==> config.mk <==
export PLATFORM = sky130hd
export DESIGN_NAME = j_sat_wbctl
export DESIGN_NICKNAME = d
export VERILOG_FILES = /design/src/rtl/j_sat_wbctl.sv
export SDC_FILE = /design/constraint.sdc
export NUM_CORES = 1
export LEC_CHECK = 0
export CAP_MARGIN = 5
export CELL_PAD_IN_SITES_DETAIL_PLACEMENT = 0
export CELL_PAD_IN_SITES_GLOBAL_PLACEMENT = 2
export CORE_ASPECT_RATIO = 1.4
export CORE_MARGIN = 2
export CORE_UTILIZATION = 25
export CTS_CLUSTER_DIAMETER = 120
export DETAILED_ROUTE_END_ITERATION = 10
export PLACE_DENSITY = 0.93
export SLEW_MARGIN = 25
export SYNTH_ARGS = -nofsm -noshare
export SYNTH_HDL_FRONTEND = slang
export SYNTH_SLANG_ARGS = --single-unit
==> constraint.sdc <==
create_clock -name sys_clk -period 8.4 [get_ports sys_clk]
set_clock_uncertainty 0.15 [all_clocks]
set_input_delay 2.1 -clock sys_clk [delete_from_list [all_inputs] [get_ports sys_clk]]
set_output_delay 2.1 -clock sys_clk [all_outputs]
set_load 0.02 [all_outputs]
==> src/rtl/j_sat_wbctl.sv <==
// Sequencer/arbiter sharing one combinational saturator between MAC writeback (req 0) and ALU SAT (req 1).
// Ready to wb_valid takes 2 cycles. Holds each result until wb_ack, and accepts no new request meanwhile.
// Optional sticky saturation status behind macro SAT_STATUS_EN.
module j_sat_wbctl #(
    parameter int RADDR_W = 5,
    parameter bit FAIR_RR = 1'b1
) (
    input  logic               sys_clk,
    input  logic               reset,
    input  logic               req0_valid,
    output logic               req0_ready,
    input  logic [39:0]        req0_acc,
    input  logic [RADDR_W-1:0] req0_addr,
    input  logic               req0_sz32,
    input  logic               req1_valid,
    output logic               req1_ready,
    input  logic [31:0]        req1_data,
    input  logic [RADDR_W-1:0] req1_addr,
    input  logic               req1_sz32,
    output logic [31:0]        sat_d,
    output logic [7:0]         sat_accum,
    output logic               sat_szp,
    input  logic [31:0]        sat_q,
    output logic               wb_valid,
    output logic [31:0]        wb_data,
    output logic [RADDR_W-1:0] wb_addr,
    input  logic               wb_ack,
    output logic               busy
`ifdef SAT_STATUS_EN
    ,
    output logic               sat_flag,
    input  logic               sat_flag_clr
`endif
);

    typedef enum logic [1:0] {IDLE, DRIVE, WB} state_t;

    state_t             state;
    logic               rr_ptr;
    logic [RADDR_W-1:0] addr_q;
    logic               grant0;
    logic               grant1;

    // rr_ptr names the requester favoured on a tie; 0 favours req 0.
    always_comb begin
        grant0 = 1'b0;
        grant1 = 1'b0;
        if (state == IDLE && !reset) begin
            if (req0_valid && (!req1_valid || !FAIR_RR || !rr_ptr))
                grant0 = 1'b1;
            else if (req1_valid)
                grant1 = 1'b1;
        end
    end

    assign req0_ready = grant0;
    assign req1_ready = grant1;
    assign busy       = (state != IDLE);

    always_ff @(posedge sys_clk or posedge reset) begin
        if (reset) begin
            state     <= IDLE;
            rr_ptr    <= 1'b0;
            addr_q    <= '0;
            sat_d     <= '0;
            sat_accum <= '0;
            sat_szp   <= 1'b0;
            wb_valid  <= 1'b0;
            wb_data   <= '0;
            wb_addr   <= '0;
        end else begin
            case (state)
                IDLE: begin
                    if (grant0) begin
                        sat_d     <= req0_acc[31:0];
                        sat_accum <= req0_acc[39:32];
                        sat_szp   <= req0_sz32;
                        addr_q    <= req0_addr;
                        rr_ptr    <= 1'b1;
                        state     <= DRIVE;
                    end else if (grant1) begin
                        // Sign-extended guard bits make 32-bit saturation of an ALU value an identity.
                        sat_d     <= req1_data;
                        sat_accum <= {8{req1_data[31]}};
                        sat_szp   <= req1_sz32;
                        addr_q    <= req1_addr;
                        rr_ptr    <= 1'b0;
                        state     <= DRIVE;
                    end
                end
                DRIVE: begin
                    wb_data  <= sat_q;
                    wb_addr  <= addr_q;
                    wb_valid <= 1'b1;
                    state    <= WB;
                end
                WB: begin
                    if (wb_ack) begin
                        wb_valid <= 1'b0;
                        state    <= IDLE;
                    end
                end
                default: state <= IDLE;
            endcase
        end
    end

`ifdef SAT_STATUS_EN
    // A set in DRIVE takes priority over a coincident clear.
    always_ff @(posedge sys_clk or posedge reset) begin
        if (reset)
            sat_flag <= 1'b0;
        else if (state == DRIVE && sat_q != sat_d)
            sat_flag <= 1'b1;
        else if (sat_flag_clr)
            sat_flag <= 1'b0;
    end
`endif

endmodule

---- Yosys cells after proc, flatten, opt, wreduce, memory -nomap -nowiden ----
Index checks and enable logic that the tools add are counted.
storage, ports and cells
  logic and storage cells ................. 47
  register bits after elaboration ......... 87
  input port bits ......................... 121
cells by class
  equality and inequality tests ........... 4
  reductions and logical operators ........ 13
  muxes and demuxes ....................... 21
operator list
  cell                  number
  $mux W32              2
  $mux W8               2
  $mux W1               10
  $mux W5               2
  $mux W2               3
  $pmux W2 S3           1
  $reduce_and A2 Y1     3
  $reduce_bool A2 Y1    3
  $logic_not A1 Y1      3
  $ne A3 B3 Y1 const B  1
  $eq A2 B1 Y1 const B  1
  $eq A2 B2 Y1 const B  1
  $logic_and A1 B1 Y1   2
  $logic_not A2 Y1      1
  $ne A2 B2 Y1 const B  1
  $pmux W1 S2           1
  $logic_or A1 B1 Y1    1

---- Depth between registers and ports, before layout ----
Gate-level depths: netlist (run 1).
  depth in word-level cells ............... 8
  gate-level depth with buffers ........... 5
  mapped depth without buffers ............ 3

---- Worst setup path after synthesis (run 1) ----
No wires, ideal clock.
  path type ............................... input port to output port
  from .................................... input reset
  to ...................................... output req1_ready
  buffers on the path ..................... 1
  stages .................................. 4
  arrival time ............................ 2.878 ns
  path slack .............................. 3.272 ns
  cells stage by stage .................... nor3_2 > buf_2 > nand2_1 > a21oi_1
between the ends
  word-level cells in the longest chain between the ends .. 3
RTL lines
  element                     line  source
  from (decl)                 9     input logic reset,
  $logic_not A1 Y1 (no line)  --
  $logic_and A1 B1 Y1         48    if (state == IDLE && !reset) begin
  $mux W1                     48
  to (decl)                   16    output logic req1_ready,
Every way passes these cells.

---- Final worst setup path (run 1) ----
  from .................................... input reset
  to ...................................... output req0_ready
between the ends
  word-level cells in the longest chain between the ends .. 3
RTL lines
  element                     line  source
  $logic_not A1 Y1 (no line)  --
  $logic_and A1 B1 Y1         48
  $mux W1                     48
  to (decl)                   11    output logic req0_ready,
Every way passes these cells.

==> results.md, run 1 <==
- Status: finished, final reports clean
- Number of I/O port buffers: 202
- Largest net degree at the start of global routing: 94
- Final Core Density: 40.9%
- Num rows: 54
- F_max: 0.160 GHz
- Num CTS Buffers: 9
- Clock buffer depth: 2
- Hold Buf Count CTS: 0
- RSZ-0062 raised after global routing: false
- GRT Util Overall: 14.3%
- Initial antenna violation count: 0
- # fillers: 1516
- H-tree levels: 3
- Most used DFF post-synth: dfrtp_1
- Clk Latency, worst-skew pair: 0.34 ns
- Worst Path Required: 6.15 ns
- Die Wd: 109 µm
- GP Congestion: 0.772
- Worst Reg-to-Reg Cells: 4
- WL per Instance: 16.4 µm
- CP Launch Type: input pin
- Synth warn: 0
- Least-Margin Pin Slew: 0.923 ns
- Root buffer cell: clkbuf_16
- Clock sinks: 87
- Critical path arrival: 4.00 ns
- Via count: 3567
- Max-Cap Viols: 0
- Placed inst area: 5990 µm²
- Mapped Area: 3890 µm²
- Hold path cells: 1
- Syn_area_per_cell: 10.9 µm²
- First-pass GRT wire length: 18300 µm
- Async SR Flop Fraction: 100%
- Vias in the first global route: 3525
- Routing usage on met1: 16.1%
- CP endpoint kind: primary output
- Hold Violations, Final: 0
- Worst slew margin: 38.5%
- Mux contribution to synthesized area: 10.7%
- Post-Synth XOR/XNOR Area: 0%
- Drt drc: 0
- HP Class: reg2reg
- Crit path max fanout: 39
- Pwr per Cell Area: 336 nW/µm²
- Initial DRC count: 106
- Syn nets: 477
- Sequential share of the synthesized area: 55.9%
- Worst-path clk slew: 0.06 ns
- Core Area: 15400 µm²
- Setup TNS: 0 ns
- DR pass1 iterations: 4
- GRT met3 Usage: 3.34%
- Most crowded layer after global routing: met2
- Post CTS Setup Buffer Count: 0
- Largest family of logic cells by synthesized area: compound AO/OA/AOI/OAI gates
- Grt met2 use: 25.3%
- CTS resizes: 0
- Final ANT Viol Nets: 0
- I/O pins: 203
- Starting Density: 25.3%
- Adder-Cell Fraction of Synth Area: 0%
- Cells after synthesis: 356
- Worst ir drop on vdd: 0.131 mV
- Slew Limit Fails: 0
- DIE HEIGHT: 152 µm
- Post-layout net count: 658
- Area growth syn-to-layout: 62.0%
- Leakage: 2.36 nW
- Drt via density: 4.83
- Share of layout cells above drive strength 1: 12.4%
- Final setup fails: 0
- Simple-Gate Fraction of Synth Area: 7.94%
- Final Cycle Share: 74.4%
- Yosys reg bits: 87
- Routed WL: 12100 µm
- Antenna fix cells: 0
- Crit path kind: in2out
- Hold_ws: 0.336 ns
- CTS tree: built
- Die area: 16600 µm²
- Yosys cell types: 25
- Synth Area in Compound Gates: 19.6%
- DP Wirelength: 8420 µm
- EDFF count, synth: 0
- Final std cell area, no fill: 6300 µm²
- Minimum clock period: 6.25 ns
- Gr ovfl total: 0
sequential cells by signal, indices dropped and copies added, names as in the netlist:
register   cells
sat_d         32
wb_data       32
sat_accum      8
addr_q         5
wb_addr        5
state          2
rr_ptr         1
sat_szp        1
wb_valid       1
synth_stat cells, types with 2 or more instances:
master	instances	area [µm²]
a31oi_1	46	288
inv_1	3	11.3
buf_2	12	60.1
buf_6	5	56.3
mux2_2	36	405
dfrtp_1	87	2180
o21ai_1	9	45.0
or2_2	3	18.8
clkbuf_1	12	45.0
buf_4	7	52.6
nand2_1	2	7.51
nand3_1	46	230
o21ai_0	28	140
a21oi_1	49	245
where the power goes:
group	leakage (nW)	total, W	internal (W)	switching (W)
sequential	0.985	0.000727	0.000614	0.000113
combinational	1.24	0.00101	0.000509	0.000502
clock	0.135	0.000379	0.000205	0.000174
layout by cell type, fill, tap and decap left out, types with 2 or more instances in the layout:
master	Yosys	layout
a21oi_1	49	49
a31oi_1	46	46
buf_4	7	2
clkbuf_16	0	9
clkdlybuf4s50_1	0	202
clkinv_4	0	3
dfrtp_1	87	87
inv_1	3	2
mux2_2	36	36
nand2_1	2	2
nand3_1	46	46
o21ai_0	28	28
o21ai_1	9	9
or2_2	3	3
metrics by stage:
step                worst slack [ns]  cells  total power [W]
CTS                             2.14    737          0.00214
floorplan                       3.27    356          0.00125
finish                          2.15    738          0.00212
detailed placement              2.15    721          0.00175
global placement                2.16    721          0.00173
global route                    2.08    738          0.00225
critical path, stage by stage:
cell	delay, ns
clkdlybuf4s50_1	0.53
or3_4	0.57
nor2_4	0.17
clkdlybuf4s50_1	0.62
area by class of cell:
type / instances / area [µm²] / share of cell area (%)
multi-input cells: 230 / 1510 / 24.0
clock buffers: 10 / 229 / 3.63
well taps: 196 / 245 / 3.89
inverters: 3 / 12.5 / 0.198
flip-flops and latches: 87 / 2180 / 34.5
repair buffers: 206 / 2080 / 32.9
clock inverters: 6 / 53.8 / 0.853
worst paths after layout:
| check | start | end | slack (ns) |
|---|---|---|---|
| setup / recovery | reset | req0_ready | 2.15 |
| hold / removal | wb_addr[1] | wb_addr[1] | 0.34 |
| setup reg to reg | state[1] | sat_d[13] | 5.44 |
| hold reg to reg | wb_addr[1] | wb_addr[1] | 0.34 |
| min in group asynchronous | reset | wb_data[3] | 2.31 |
| max in group asynchronous | reset | addr_q[0] | 5.27 |
cell families (layout without fill, tap and decap cells):
family / count (synthesis) / in the layout
DFF: 87 / 87
AOI/OAI and AO/OA: 136 / 136
buffers and inverters: 39 / 225
and+or+nand+nor: 57 / 57
muxes: 37 / 37
layer usage:
metal | share of wire [%] | vias up | routed length (µm)
met5 | 0 | - | 0
met4 | 3.1 | 0 | 374
met3 | 7.2 | 26 | 876
met2 | 52 | 139 | 6300
met1 | 38 | 1722 | 4570
li1 | - | 1680 | -
Note: power is estimated with default switching activity, not from simulation.
==> run 2, diff against run 1 <==
--- a/config.mk
+++ b/config.mk
@@ -10,10 +10,10 @@
 export CELL_PAD_IN_SITES_GLOBAL_PLACEMENT = 2
 export CORE_ASPECT_RATIO = 1.4
 export CORE_MARGIN = 2
-export CORE_UTILIZATION = 25
+export CORE_UTILIZATION = 23
 export CTS_CLUSTER_DIAMETER = 120
 export DETAILED_ROUTE_END_ITERATION = 10
-export PLACE_DENSITY = 0.93
+export PLACE_DENSITY = 0.87
 export SLEW_MARGIN = 25
 export SYNTH_ARGS = -nofsm -noshare
 export SYNTH_HDL_FRONTEND = slang
==> constraint.sdc (replaced) <==
create_clock -name sys_clk -period 5.9 [get_ports sys_clk]
set_clock_uncertainty 0.15 [all_clocks]
set_input_delay 1.475 -clock sys_clk [delete_from_list [all_inputs] [get_ports sys_clk]]
set_output_delay 1.475 -clock sys_clk [all_outputs]
set_load 0.02 [all_outputs]
==> run 2 against run 1 <==
Against the previous run: via count grew 1.2%; sequential cell count unchanged; hold slack better by 0.0098 ns; critical endpoint unchanged; power increased by 47%; clock-buffer cell count up 1; sequential power rose by 43%.
==> results.md, run 2 (synthesis results as in run 1) <==
- Die area: 18000 µm² (was 16600 µm²)
- Status: finished, final reports clean (unchanged)
- Hold Buf Count CTS: 0 (unchanged)
- CTS tree: built (unchanged)
- Critical path arrival: 3.43 ns (was 4.00 ns)
- Final setup fails: 0 (unchanged)
- Routed WL: 12400 µm (was 12100 µm)
- CTS resizes: 0 (unchanged)
- GP Congestion: 0.729 (was 0.772)
- Area growth syn-to-layout: 64.0% (was 62.0%)
- Post CTS Setup Buffer Count: 0 (unchanged)
- Number of I/O port buffers: 202 (unchanged)
- Initial antenna violation count: 0 (unchanged)
- Via count: 3611 (was 3567)
- # fillers: 1668 (was 1516)
- Gr ovfl total: 0 (unchanged)
- Core Area: 16700 µm² (was 15400 µm²)
- DIE HEIGHT: 158 µm (was 152 µm)
- Root buffer cell: clkbuf_16 (unchanged)
- Internal: 0.00199 W (was 0.00133 W)
- Switching share of power: 36.2% (was 37.3%)
- Switch Pwr: 0.00113 W (was 0.000789 W)
- RSZ-0062 raised after global routing: false (unchanged)
- Largest net degree at the start of global routing: 94 (unchanged)
- Minimum clock period: 5.05 ns
- CP Launch Type: input pin (unchanged)
- WL per Instance: 16.7 µm (was 16.4 µm)
- Final Core Density: 38.3% (was 40.9%)
- I/O pins: 203 (unchanged)
- Final Cycle Share: 85.6%
- Most frequent cells in the layout: clkdlybuf4s50_1 (202), dfrtp_1 (87), a21oi_1 (49) (unchanged)
- Num CTS Buffers: 9 (unchanged)
- Drt drc: 0 (unchanged)
- Max-Cap Viols: 0 (unchanged)
- Register area: 2180 µm² (unchanged)
- Crit path max fanout: 39 (unchanged)
- CP endpoint kind: primary output (unchanged)
- R2R Path Start: state[1] (unchanged)
- First-pass GRT wire length: 19300 µm (was 18300 µm)
- Pwr per Cell Area: 488 nW/µm² (was 336 nW/µm²)
- Post-layout net count: 659 (was 658)
- Slew Limit Fails: 0 (unchanged)
- Num rows: 56 (was 54)
- Least-Margin Pin Slew: 0.955 ns (was 0.923 ns)
- F_max: 0.198 GHz
- Critical Path Start: reset (unchanged)
- DR pass1 iterations: 4 (unchanged)
- Die Wd: 114 µm (was 109 µm)
- GRT Util Overall: 13.6% (was 14.3%)
- Sequential power share: 33.3% (was 34.4%)
- Largest regs: sat_d (32), wb_data (32), sat_accum (8) (unchanged)
- Crit path kind: in2out (unchanged)
- Logic pwr share: 46.6% (was 47.7%)
- Worst-path clk slew: 0.06 ns (about the same)
- Most common cell after layout, fill and taps aside: clkdlybuf4s50_1 (unchanged)
- Clk Latency, worst-skew pair: 0.33 ns (was 0.34 ns)
- Setup TNS: 0 ns (unchanged)
- Initial DRC count: 187 (was 106)
- Hold Crit Start: wb_addr[1] (unchanged)
- Starting Density: 23.3% (was 25.3%)
- Worst Path Required: 4.28 ns (was 6.15 ns)
- Worst ir drop on vdd: 0.208 mV (was 0.131 mV)
- Share of layout cells above drive strength 1: 12.5% (was 12.4%)
- DP Wirelength: 8610 µm (was 8420 µm)
- HP Class: reg2reg (unchanged)
- Hold Violations, Final: 0 (unchanged)
- Area of the multi-input gates: 1510 µm² (unchanged)
- Final ANT Viol Nets: 0 (unchanged)
- Vias in the first global route: 3732 (was 3525)
- Clock buffer depth: 2 (unchanged)
- Clock power frac: 20.1% (was 17.9%)
- Clock sinks: 87 (unchanged)
- Leakage: 2.39 nW (was 2.36 nW)
- Antenna fix cells: 0 (unchanged)
- Worst slew margin: 36.3% (was 38.5%)
- H-tree levels: 3 (unchanged)
- Drt via density: 4.84 (was 4.83)
run 2: changes by cell type in the layout (fill, tap and decap cells not counted):
cell,delta
buf_16,+1
buf_4,+1
buf_6,-1
bufinv_16,+2
clkbuf_8,+1
clkinv_4,-2
inv_8,-1
run 2: critical path, cell delays in order:
cell	delay, ns
clkdlybuf4s50_1	0.56
or3_4	0.60
nor2_4	0.17
clkdlybuf4s50_1	0.61
run 2: area by class of cell:
type	count	share of cell area, %
clock buffer	11	3.80
clock inverter	5	1.27
inverter	3	0.255
multi-input combinational	230	23.7
sequential	87	34.1
tap	203	3.98
timing repair buffer	207	32.9
run 2: worst paths after layout:
path / to / slack, ns / cells past startpoint
worst max-delay path: req0_ready / 0.85 / 4
worst min-delay path: wb_addr[1] / 0.35 / 1
worst min register to register: wb_addr[1] / 0.35 / 1
worst max register to register: sat_accum[6] / 2.87 / 4
max in group asynchronous: sat_accum[5] / 3.36 / 2
min in group asynchronous: wb_data[13] / 1.64 / 2
run 2: routing by layer:
layer	vias to the layer above	wire length [µm]	GRT usage [%]	share of wire, %
met5	-	0	0	0
met4	0	239	4.70	1.9
met3	19	830	3.79	6.7
met2	145	6440	24.0	52
met1	1759	4930	15.8	40
li1	1688	-	-	-
run 2: power groups by stage:
stage               Clock, W  Combinational, W  Sequential [W]
detailed placement         0           0.00146         0.00105
global placement           0           0.00143         0.00104
finish              0.000625           0.00145         0.00104
global route        0.000669           0.00155         0.00108
CTS                 0.000640           0.00146         0.00105
floorplan                  0          0.000435         0.00134
run 2: metrics by stage:
| stage | area, µm² | hold slack, ns | setup slack (ns) | cells | total power, W |
|---|---|---|---|---|---|
| global route | 6380 | 0.365 | 0.788 | 746 | 0.00330 |
| global placement | 6000 | 0.325 | 0.868 | 728 | 0.00247 |
| floorplan | 3890 | 0.315 | 2.02 | 356 | 0.00178 |
| detailed placement | 6030 | 0.339 | 0.855 | 729 | 0.00251 |
| finish | 6380 | 0.345 | 0.849 | 746 | 0.00311 |
| CTS | 6350 | 0.353 | 0.837 | 745 | 0.00315 |
